### src/rtl/scan_preprocess_mc.sv
// Sync pulse timestamping with glitch rejection, scan direction/midpoint/period
// derivation, and per-channel first-word-fall-through groove edge FIFOs.
module scan_preprocess_mc #(
   parameter int TW       = 32,
   parameter int NCH      = 2,
   parameter int DEPTH    = 8,
   parameter int MIN_SYNC = 4
) (
   input  logic              clk,
   input  logic              reset_n,
   input  logic              lsync,
   input  logic              rsync,
   input  logic [NCH-1:0]    sig,
   output logic              sync_start,
   output logic              dir,
   output logic              sync_err,
   output logic [TW-1:0]     sync_mid_time,
   output logic [TW-1:0]     t_ltr,
   output logic [TW-1:0]     t_rtl,
   output logic              period_valid,
   output logic [NCH*TW-1:0] ev_time,
   output logic [NCH-1:0]    ev_rise,
   output logic [NCH-1:0]    ev_dir,
   output logic [NCH-1:0]    ev_valid,
   input  logic [NCH-1:0]    ev_ready,
   output logic [NCH-1:0]    ovf
);

   localparam int         AW   = (DEPTH > 1) ? $clog2(DEPTH) : 1;
   localparam logic [7:0] MINW = 8'(MIN_SYNC);

   logic [TW-1:0]  timer_q;
   logic           lprev_q, rprev_q;
   logic [7:0]     lwidth_q, rwidth_q;
   logic [TW-1:0]  lrise_q, rrise_q;
   logic [NCH-1:0] sig_prev_q;

   logic           sync_start_q, sync_err_q, dir_q, period_valid_q;
   logic [TW-1:0]  mid_q, t_ltr_q, t_rtl_q;
   logic [TW-1:0]  last_fall_q;
   logic           last_side_q, have_last_q;

   logic           l_acc, r_acc, acc_side, both_acc;
   logic [TW-1:0]  sel_rise, high_span, mid_d, since_last;

   assign l_acc      = !lsync && lprev_q && (lwidth_q >= MINW);
   assign r_acc      = !rsync && rprev_q && (rwidth_q >= MINW);
   assign both_acc   = l_acc && r_acc;
   // lsync has priority when both sides fall together
   assign acc_side   = !l_acc;
   assign sel_rise   = l_acc ? lrise_q : rrise_q;
   assign high_span  = timer_q - sel_rise;
   assign mid_d      = sel_rise + (high_span >> 1);
   assign since_last = timer_q - last_fall_q;

   always_ff @(posedge clk or negedge reset_n) begin
      if (!reset_n) begin
         timer_q        <= '0;
         lprev_q        <= 1'b0;
         rprev_q        <= 1'b0;
         lwidth_q       <= '0;
         rwidth_q       <= '0;
         lrise_q        <= '0;
         rrise_q        <= '0;
         sig_prev_q     <= '0;
         sync_start_q   <= 1'b0;
         sync_err_q     <= 1'b0;
         dir_q          <= 1'b0;
         period_valid_q <= 1'b0;
         mid_q          <= '0;
         t_ltr_q        <= '0;
         t_rtl_q        <= '0;
         last_fall_q    <= '0;
         last_side_q    <= 1'b0;
         have_last_q    <= 1'b0;
      end else begin
         timer_q    <= timer_q + TW'(1);
         lprev_q    <= lsync;
         rprev_q    <= rsync;
         sig_prev_q <= sig;

         if (lsync && !lprev_q) begin
            lrise_q  <= timer_q;
            lwidth_q <= 8'd1;
         end else if (lsync && (lwidth_q < MINW)) begin
            lwidth_q <= lwidth_q + 8'd1;
         end

         if (rsync && !rprev_q) begin
            rrise_q  <= timer_q;
            rwidth_q <= 8'd1;
         end else if (rsync && (rwidth_q < MINW)) begin
            rwidth_q <= rwidth_q + 8'd1;
         end

         sync_start_q   <= l_acc || r_acc;
         sync_err_q     <= both_acc;
         period_valid_q <= 1'b0;

         if (l_acc || r_acc) begin
            dir_q       <= acc_side;
            mid_q       <= mid_d;
            last_fall_q <= timer_q;
            last_side_q <= acc_side;
            have_last_q <= 1'b1;
            // a period needs an opposite-side predecessor and an unambiguous fall
            if (have_last_q && !both_acc && (last_side_q != acc_side)) begin
               period_valid_q <= 1'b1;
               if (acc_side) t_ltr_q <= since_last;
               else          t_rtl_q <= since_last;
            end
         end
      end
   end

   assign sync_start    = sync_start_q;
   assign sync_err      = sync_err_q;
   assign dir           = dir_q;
   assign sync_mid_time = mid_q;
   assign t_ltr         = t_ltr_q;
   assign t_rtl         = t_rtl_q;
   assign period_valid  = period_valid_q;

   for (genvar k = 0; k < NCH; k++) begin : g_ch
      logic [TW+1:0] mem_q [DEPTH];
      logic [AW-1:0] wr_q, rd_q;
      logic [AW:0]   cnt_q;
      logic          ovf_q;
      logic          edge_k, empty, full, pop, push, drop;
      logic [TW+1:0] head;

      assign edge_k = sig[k] ^ sig_prev_q[k];
      assign empty  = (cnt_q == '0);
      assign full   = (cnt_q == (AW+1)'(DEPTH));
      assign pop    = !empty && ev_ready[k];
      // a pop on a full FIFO frees the slot for the same-cycle push
      assign push   = edge_k && (!full || pop);
      assign drop   = edge_k && full && !pop;
      assign head   = mem_q[rd_q];

      always_ff @(posedge clk) begin
         if (push) mem_q[wr_q] <= {timer_q, sig[k], dir_q};
      end

      always_ff @(posedge clk or negedge reset_n) begin
         if (!reset_n) begin
            wr_q  <= '0;
            rd_q  <= '0;
            cnt_q <= '0;
            ovf_q <= 1'b0;
         end else begin
            if (push) wr_q <= wr_q + AW'(1);
            if (pop)  rd_q <= rd_q + AW'(1);
            case ({push, pop})
               2'b10:   cnt_q <= cnt_q + (AW+1)'(1);
               2'b01:   cnt_q <= cnt_q - (AW+1)'(1);
               default: cnt_q <= cnt_q;
            endcase
            if (drop)              ovf_q <= 1'b1;
            else if (sync_start_q) ovf_q <= 1'b0;
         end
      end

      assign ev_valid[k]          = !empty;
      assign ev_time[k*TW +: TW]  = empty ? '0 : head[TW+1:2];
      assign ev_rise[k]           = !empty && head[1];
      assign ev_dir[k]            = !empty && head[0];
      assign ovf[k]               = ovf_q;
   end

endmodule
### config.mk
export PLATFORM = sky130hd
export DESIGN_NAME = scan_preprocess_mc
export DESIGN_NICKNAME = d
export VERILOG_FILES = /design/src/rtl/scan_preprocess_mc.sv
export SDC_FILE = /design/constraint.sdc
export NUM_CORES = 1
export LEC_CHECK = 0
export CORE_MARGIN = 1.5
export CORE_UTILIZATION = 23
export DETAILED_ROUTE_END_ITERATION = 6
export SLEW_MARGIN = 20
export SYNTH_ARGS = -nofsm -noshare
export SYNTH_HDL_FRONTEND = slang
export SYNTH_SLANG_ARGS = --single-unit
### constraint.sdc
create_clock -name clk -period 21 [get_ports clk]
set_input_delay 4.2 -clock clk [delete_from_list [all_inputs] [get_ports clk]]
set_output_delay 4.2 -clock clk [all_outputs]
set_load 0.05 [all_outputs]
# Word level (Yosys, flattened, before mapping)
# Memories as Yosys holds them, arrays and structs flattened.
# Cells that the tools add are included.
# totals
mem_bits_rw	544
out_inout_bits	172
wordCells	121
reg_bits	271
in_bits	8
mem_count	2
# memory_table
name	words	word_bits	rd	rd_clocked_by_memory_dff	wr	line	text
g_ch[0].mem_q	8	34	1	0	1	125	logic [TW+1:0] mem_q [DEPTH];
g_ch[1].mem_q	8	34	1	0	1	125	
# classes
bitwise	3
n_lt_le_gt_ge	4
add_sub_neg	14
n_reduce_logical	48
eq_ne	7
mux	18
# ops
op	n
32-bit 2-to-1 mux	3
32-bit subtractor	2
32-bit by 1-bit adder with 32-bit output (second input constant)	1
32-bit by 31-bit adder with 32-bit output	1
8-bit 2-to-1 mux	4
1-bit logical AND	23
8-bit by 1-bit adder with 8-bit output (second input constant)	2
8-bit by 3-bit greater-or-equal comparator with 1-bit output (second input constant)	2
8-bit by 3-bit < comparator with 1-bit output (second input constant)	2
4-bit one-hot mux with 2 select lines	2
3-bit by 1-bit adder with 3-bit output (second input constant)	4
1-bit logical NOT	12
2-bit nonzero test	6
1-bit 2-to-1 mux	9
4-bit by 1-bit adder with 4-bit output (second input constant)	2
4-bit equality test (second input constant)	2
4-bit logical NOT	2
4-bit by 1-bit subtractor with 4-bit output (second input constant)	2
3-bit AND reduction	2
2-bit by 1-bit equality test with 1-bit output (second input constant)	2
2-bit equality test (second input constant)	2
1-bit logical OR	3
1-bit XOR	2
1-bit != test	1
1-bit NOT	1

# Longest topological paths before layout
# Gate-level depths: netlist of run 1.
# depth
depth_word	9
mapped_depth	33
depth_no_buf	30

# Worst setup path after synthesis of run 1
# No wires, ideal clock.
# synth_timing
path_kind	input to register
start	input lsync
end	register mid_q[30], in the netlist sync_mid_time[30]
required_ns	20.863
stages	33
setup_ns	0.137
path_buffers	3
t_arrival_ns	10.243
path_slack_ns	10.620
cell_sequence	nor2b_4 o21ai_4 buf_2 buf_1 a21o_1 fa_1 nor3_1 a211oi_4 o41ai_4 or2_2 a222oi_1 o31ai_1 a21o_1 a31oi_1 o211a_1 nor3_1 a41oi_1 nand2b_1 a21oi_1 xnor2_1 ha_1 clkbuf_1 a21oi_1 nor2b_1 o21ai_0 nand2b_1 a21o_1 a21o_1 a21oi_1 nor2b_1 a311oi_2 xnor2_1 a21oi_1
# synth_between
elab_chain_len	6
word_cells_on_any_way	7
classes_between	add/sub (2); mux (1); reduce/logical (4)
# synth_rtl
element	line	text
from (decl)	11	input logic lsync,
1-bit logical NOT (*)	46	assign l_acc = !lsync && lprev_q && (lwidth_q >= MINW);
1-bit logical AND (*) (2 in a row)	46	
32-bit 2-to-1 mux	51	assign sel_rise = l_acc ? lrise_q : rrise_q;
32-bit subtractor	52	assign high_span = timer_q - sel_rise;
32-bit by 31-bit adder with 32-bit output	53	assign mid_d = sel_rise + (high_span >> 1);
to (signal assigned)	102	mid_q <= mid_d;
to (decl)	39	logic [TW-1:0] mid_q, t_ltr_q, t_rtl_q;
# Every way passes the cells marked *; elsewhere a longest branch is shown, timed or not.
# A chain may end at the register's enable or synchronous reset.

# Worst setup path after layout of run 1
# layout_timing
start	input lsync
end	register mid_q[31], in the netlist sync_mid_time[31]
# The elaborated chain is that of the path after synthesis.

==> results.toml, run 1 <==
[timing]
setup_viol = 0
relSlewSlack = 0.2965
final_hold_viol_count = 0
rsz0062_at_grt = "no"
timing.final.max_slew_violations = 0
finalSetupTns_ns = 0
finClkSkew_ns = 0.04828
min_period_ns = 11.09
clock.fmax_mhz = 90.15
period_share = 0.5282
tightest_slew_ns = 1.053

[synthesis]
synth_top_cell_by_area = "edfxtp_1"
synth_fp_nets = 2606
synth_ff_type = "edfxtp_1"
netlist_area_um2 = 36280
synth-seq-area-share = 0.6372
synth_area_per_cell_um2 = 14.49
synthArstFlopShare = 0.3325
synth_enable_flop_cells = 544
ys.warnings.count = 0
synth_top_area_frac = 0.4503
ys_seq_elements = 815
synth_area_leaders = "edfxtp_1 (45%), dfrtp_1 (19%), mux4_2 (8.4%)"
synth_cell_types = 84
synth_cells = 2504

[cts]
cts_buffer_depth = 3
clk_pin_slew_ns = 0.06
postCtsSetupBuffers = 0
cts-root-buf = "clkbuf_16"
clk_latency_ns = 0.67
cts_tree = "built"
htreeDepth = 3
cts_buffers = 88
cts_num_sinks = 815
hold_buffers = 0
cts_resized = 0

[placed_design]
hpwl_mm = 61.03
portBuffers = 179
place_congestion = 0.7956

[global_route]
top_usage_layer = "met2"
gr-usage-met3 = 0.01804
overflow = 0
globalRouteTotalUtil = 0.1181
grt_max_degree = 103
use_met1 = 0.1510
grtUsageMet2 = 0.2082
antenna_found_initial = 9
grt_pass1_wl_mm = 141.7
first_global_vias = 21740

[worst_setup_path]
end_kind = "register"
rrSetupSlack_ns = 13.21
cpMostUsedCell = "a21oi_1"
crit_path_start_kind = "primary input"
cp.buffers_inverters = 3
crit_required_ns = 21.55
r2r-start = "lwidth_q[7]"
slowest_delay_ns = 0.70
reg2reg_to = "sync_mid_time[31]"
path_delay_family = "compound AO/OA/AOI/OAI gates"
cp.arrival_ns = 11.64
worstRegToRegCells = 28
cp_max_fo = 41
cpMaxStageDelayCell = "clkdlybuf4s50_1"
critical_path_class = "in2reg"

[detailed_routing]
drt-initial-drc-count = 1543
first_pass_iters = 5
antenna_left = 0
routed_wl_mm = 94.80
vias = 21040
post_drt_wl_per_cell_um = 19.46
vias_per_cell = 4.319
drcViolationCount = 0

[hold_path]
hold_path_depth = 2
hp-class = "reg2reg"
hold_path_end = "t_rtl[10]"
hold_start = "t_rtl[10]"

[floorplan]
num_rows = 145
initial_utilization = 0.2320
die_h_um = 400.2
ios = 180
core-area_um2 = 156400
die-area_um2 = 160100
die_w_um = 400.2

[job]
drv_cap = 0

[outcome]
run_status = "complete, no violations"

[layout]
layout_commonest_cell = "edfxtp_1"
area_growth_pct = 20.61
drive_gt1_frac = 0.1675
final_cell_mix = "edfxtp_1 (544), dfrtp_1 (265), nand2_1 (236)"
nNetsFinal = 2847
final_util = 0.2798

[power]
total_power_mw = 6.400
power_density_nw_per_um2 = 146.3
p_leak_nw = 16.45
vdd_drop_max_uv = 82.86
[synth_stat cells, types with 5 or more instances]
cell type / number
a21oi_1: 83
nand2b_1: 22
and3_1: 20
o21bai_1: 6
edfxtp_1: 544
o21ai_0: 120
mux2i_1: 97
or3_1: 14
a21boi_0: 6
dfrtp_1: 271
mux4_2: 136
mux2_2: 90
nand2_1: 236
nor3_1: 25
nand3_1: 37
or2_2: 6
buf_1: 29
clkbuf_1: 66
xor2_1: 39
maj3_1: 7
xnor2_1: 104
o31ai_1: 7
a31oi_1: 14
o21a_1: 8
a21o_1: 24
inv_1: 98
and2_1: 20
ha_1: 90
a211oi_1: 16
nor2b_1: 19
a211o_1: 5
nor2_1: 156
[cell type report]
class,count,area [um^2]
multi-input combinational,1490,12540
sequential,815,23130
fill,15860,112600
inverter,100,375.4
clock inverter,31,357.8
antenna,2,5.005
timing repair buffer,250,2330
clock buffer,126,2445
tap,2058,2575
[power by group]
part | switching [mW] | internal (mW)
Combinational | 1.74 | 0.970
Sequential | 0.174 | 2.02
Clock | 0.643 | 0.854
[layer usage]
layer	part of all wire	vias to the layer above
met5	0.00011	-
met4	0.019	2
met3	0.045	109
met2	0.51	420
met1	0.43	10730
li1	-	9784
[per-stage QoR]
step           hold slack (ns)  setup WS (ns)  std cells  cell area (um^2)
3_3_place_gp            0.4594          9.328       4713             40950
4_1_cts                 0.4766          9.912       4870             43750
6_report                0.4743          9.908       4872             43760
3_5_place_dp            0.4619          9.258       4713             40950
5_1_grt                 0.5009          9.307       4870             43750
2_1_floorplan           0.4492          10.62       2504             36280
[worst max path at each step]
stage,endpoint,cells after the start,from
global route,sync_mid_time[30],32,lsync
finish,sync_mid_time[31],29,lsync
floorplan,sync_mid_time[30],33,lsync
CTS,sync_mid_time[30],32,lsync
detailed placement,sync_mid_time[30],32,lsync
global placement,sync_mid_time[30],32,lsync
[registers in the layout, indices dropped and copies added, names as in the netlist, 2 cells and up]
name	flops
g_ch.cnt_q	8
g_ch.mem_q	544
g_ch.ovf_q	2
g_ch.rd_q	6
g_ch.wr_q	6
last_fall_q	32
lrise_q	32
lwidth_q	8
rrise_q	32
rwidth_q	8
sig_prev_q	2
sync_mid_time	32
t_ltr	32
t_rtl	32
timer_q	32
[worst min-delay path, stage by stage (launching register included)]
cell and delay (ns):
dfrtp_1 0.34, nand2_1 0.05, nand2_1 0.06
[cell families (layout without fill, tap and decap cells)]
family	count (synthesis)	in the layout	share of synthesized area
and+or+nand+nor	576	576	0.07135
DFF	815	815	0.6372
adders and majority gates	101	101	0.03518
AOI/OAI and AO/OA	345	345	0.06111
buffers and inverters	199	507	0.02086
xor gates and xnor gates	143	143	0.03452
other	0	2	0
muxes	325	325	0.1398
Note: power is estimated with default switching activity, not from simulation.
==> inputs of run 2 (changes only) <==
==> constraint.sdc (replaced) <==
create_clock -name clk -period 10.4 [get_ports clk]
set_input_delay 2.08 -clock clk [delete_from_list [all_inputs] [get_ports clk]]
set_output_delay 2.08 -clock clk [all_outputs]
set_load 0.05 [all_outputs]
==> run 2 against run 1 <==
Final cell count rose by 0.14%. Register-to-register slack got worse by 11 ns. Total power rose by 110%. First-iteration DRC count fell by 9.9%. Core utilization rose by 0.17 points. Clock skew fell by 0.020 ns. Sequential power rose by 100%. Hold slack got worse by 0.0094 ns. Routed wire length rose by 0.24%. Clock power rose by 120%. Die area did not move. Via count barely moved. Largest power group unchanged.
==> results.toml, run 2 (synthesized netlist as in run 1, its figures left out) <==
[outcome]
run_status = "complete, no violations"

[global_route]
first_global_vias = 21690
overflow = 0
grt_max_degree = 154
antenna_found_initial = 5
globalRouteTotalUtil = 0.1185
grt_pass1_wl_mm = 141.8

[detailed_routing]
first_pass_iters = 7
post_drt_wl_per_cell_um = 19.48
drt-initial-drc-count = 1391
vias = 21050
drcViolationCount = 0
routed_wl_mm = 95.03
antenna_left = 0
vias_per_cell = 4.313

[layout]
drive_gt1_frac = 0.1699
largest_reg_flops = 544
final_area_um2 = 44030
fillers = 15800
regMostFlops = "g_ch.mem_q"
final_cell_mix = "edfxtp_1 (544), dfrtp_1 (265), nand2_1 (236)"
nNetsFinal = 2846
layout_commonest_cell = "edfxtp_1"
area_growth_pct = 21.36

[power]
p_seq_frac = 0.336
power_density_nw_per_um2 = 299.0
p_leak_nw = 16.59
p_int_mw = 7.972
power.share.combinational = 0.416
switching_share = 0.3945
clkPwrFrac = 0.248
vdd_drop_max_uv = 166.3
p_sw_mw = 5.194
total_power_mw = 13.17

[timing]
setup_viol = 0
period_share = 0.8576
finalSetupTns_ns = 0
tightest_slew_ns = 1.032
relSlewSlack = 0.3123
finClkSkew_ns = 0.02842
final_hold_viol_count = 0
timing.final.max_slew_violations = 0
setup_slack_ns = 1.481
clock.fmax_mhz = 112.1
rsz0062_at_grt = "no"
min_period_ns = 8.919

[cts]
cts_buffer_depth = 3
postCtsSetupBuffers = 0
htreeDepth = 3
cts_resized = 0
cts_tree = "built"
cts-root-buf = "clkbuf_16"
clk_pin_slew_ns = 0.06
cts_buffers = 89
clk_latency_ns = 0.67
cts_num_sinks = 815
hold_buffers = 0

[worst_setup_path]
crit_required_ns = 10.97
end_kind = "register"
slowest_delay_ns = 0.70
cpMostUsedCell = "a21oi_1"
crit_path_start_kind = "primary input"
cp.arrival_ns = 9.49
cpMaxStageDelayCell = "clkdlybuf4s50_1"
cp_max_fo = 36
critical_path_class = "in2reg"

[floorplan]
core-area_um2 = 156400
die_h_um = 400.2
num_rows = 145
die_w_um = 400.2
ios = 180
initial_utilization = 0.2320
die-area_um2 = 160100

[placed_design]
hpwl_mm = 60.97
place_area_um2 = 40950
portBuffers = 179
pre_cts_ws_ns = 0.8547
place_congestion = 0.7914

[job]
drv_cap = 0

[hold_path]
hp-class = "reg2reg"
[run 2: cell count changes in the layout (fill, tap and decap cells not counted)]
| cell | previous run | this run |
|---|---|---|
| bufinv_16 | 3 | 10 |
| clkinv_2 | 7 | 14 |
| clkbuf_1 | 28 | 24 |
| clkbuf_16 | 88 | 92 |
| buf_4 | 71 | 68 |
| clkbuf_8 | 10 | 7 |
| clkinv_1 | 10 | 13 |
| clkinvlp_4 | 3 | 0 |
| buf_12 | 0 | 1 |
| clkinv_16 | 4 | 5 |
| clkinv_4 | 2 | 1 |
| clkinv_8 | 1 | 0 |
| inv_6 | 3 | 2 |
[run 2: final cells by class]
cell class	instances	area, um^2	area share
diodes	2	5.005	0.0001137
inverters	100	375.4	0.008525
clock inverters	43	588.1	0.01336
flip-flops and latches	815	23130	0.5253
repair buffers	248	2327	0.05285
clock buffers	123	2489	0.05652
well taps	2058	2575	0.05848
multi-input cells	1490	12540	0.2848
[run 2: power by group through the flow]
stage          Clock, mW  Combinational [mW]  Sequential, mW
3_3_place_gp           0                5.61            4.47
6_report            3.27                5.48            4.42
2_1_floorplan          0                3.18            4.93
4_1_cts             3.36                5.65            4.43
3_5_place_dp           0                5.63            4.50
5_1_grt             3.47                5.88            4.49
[run 2: path summary, 6_finish.rpt]
path	from	end	slack, ns	cells past startpoint
worst max-delay path	lsync	sync_mid_time[31]	1.48	26
worst min-delay path	sync_mid_time[0]	sync_mid_time[0]	0.46	2
worst max register to register	lwidth_q[7]	sync_mid_time[31]	2.60	25
worst min register to register	sync_mid_time[0]	sync_mid_time[0]	0.46	2
max in group asynchronous	reset_n	g_ch[0].rd_q[0]	7.63	2
min in group asynchronous	reset_n	rwidth_q[2]	1.36	1
[run 2: layer usage]
metal	part of all wire	GRT usage	up-vias
met5	0.00014	0	-
met4	0.023	0.03160	2
met3	0.040	0.01646	130
met2	0.51	0.2091	390
met1	0.43	0.1508	10730
li1	-	-	9796
[run 2: critical path: cells and delay by family]
family                   cells  cell delay [ns]
adder cells (fa/ha/maj)      2             0.79
AND/OR/NAND/NOR              2             0.18
AO/OA/AOI/OAI               16             3.90
XOR/XNOR                     2             0.41
buffers and inverters        2             1.28
multiplexers                 2             0.83
[run 2: metrics by stage]
step	hold WS, ns	utilization	cells
2_1_floorplan	0.4492	-	2504
3_3_place_gp	0.4532	0.2618	4711
3_5_place_dp	0.4574	0.2618	4711
4_1_cts	0.4662	0.2815	4877
5_1_grt	0.4857	0.2815	4877
6_report	0.4649	0.2816	4879
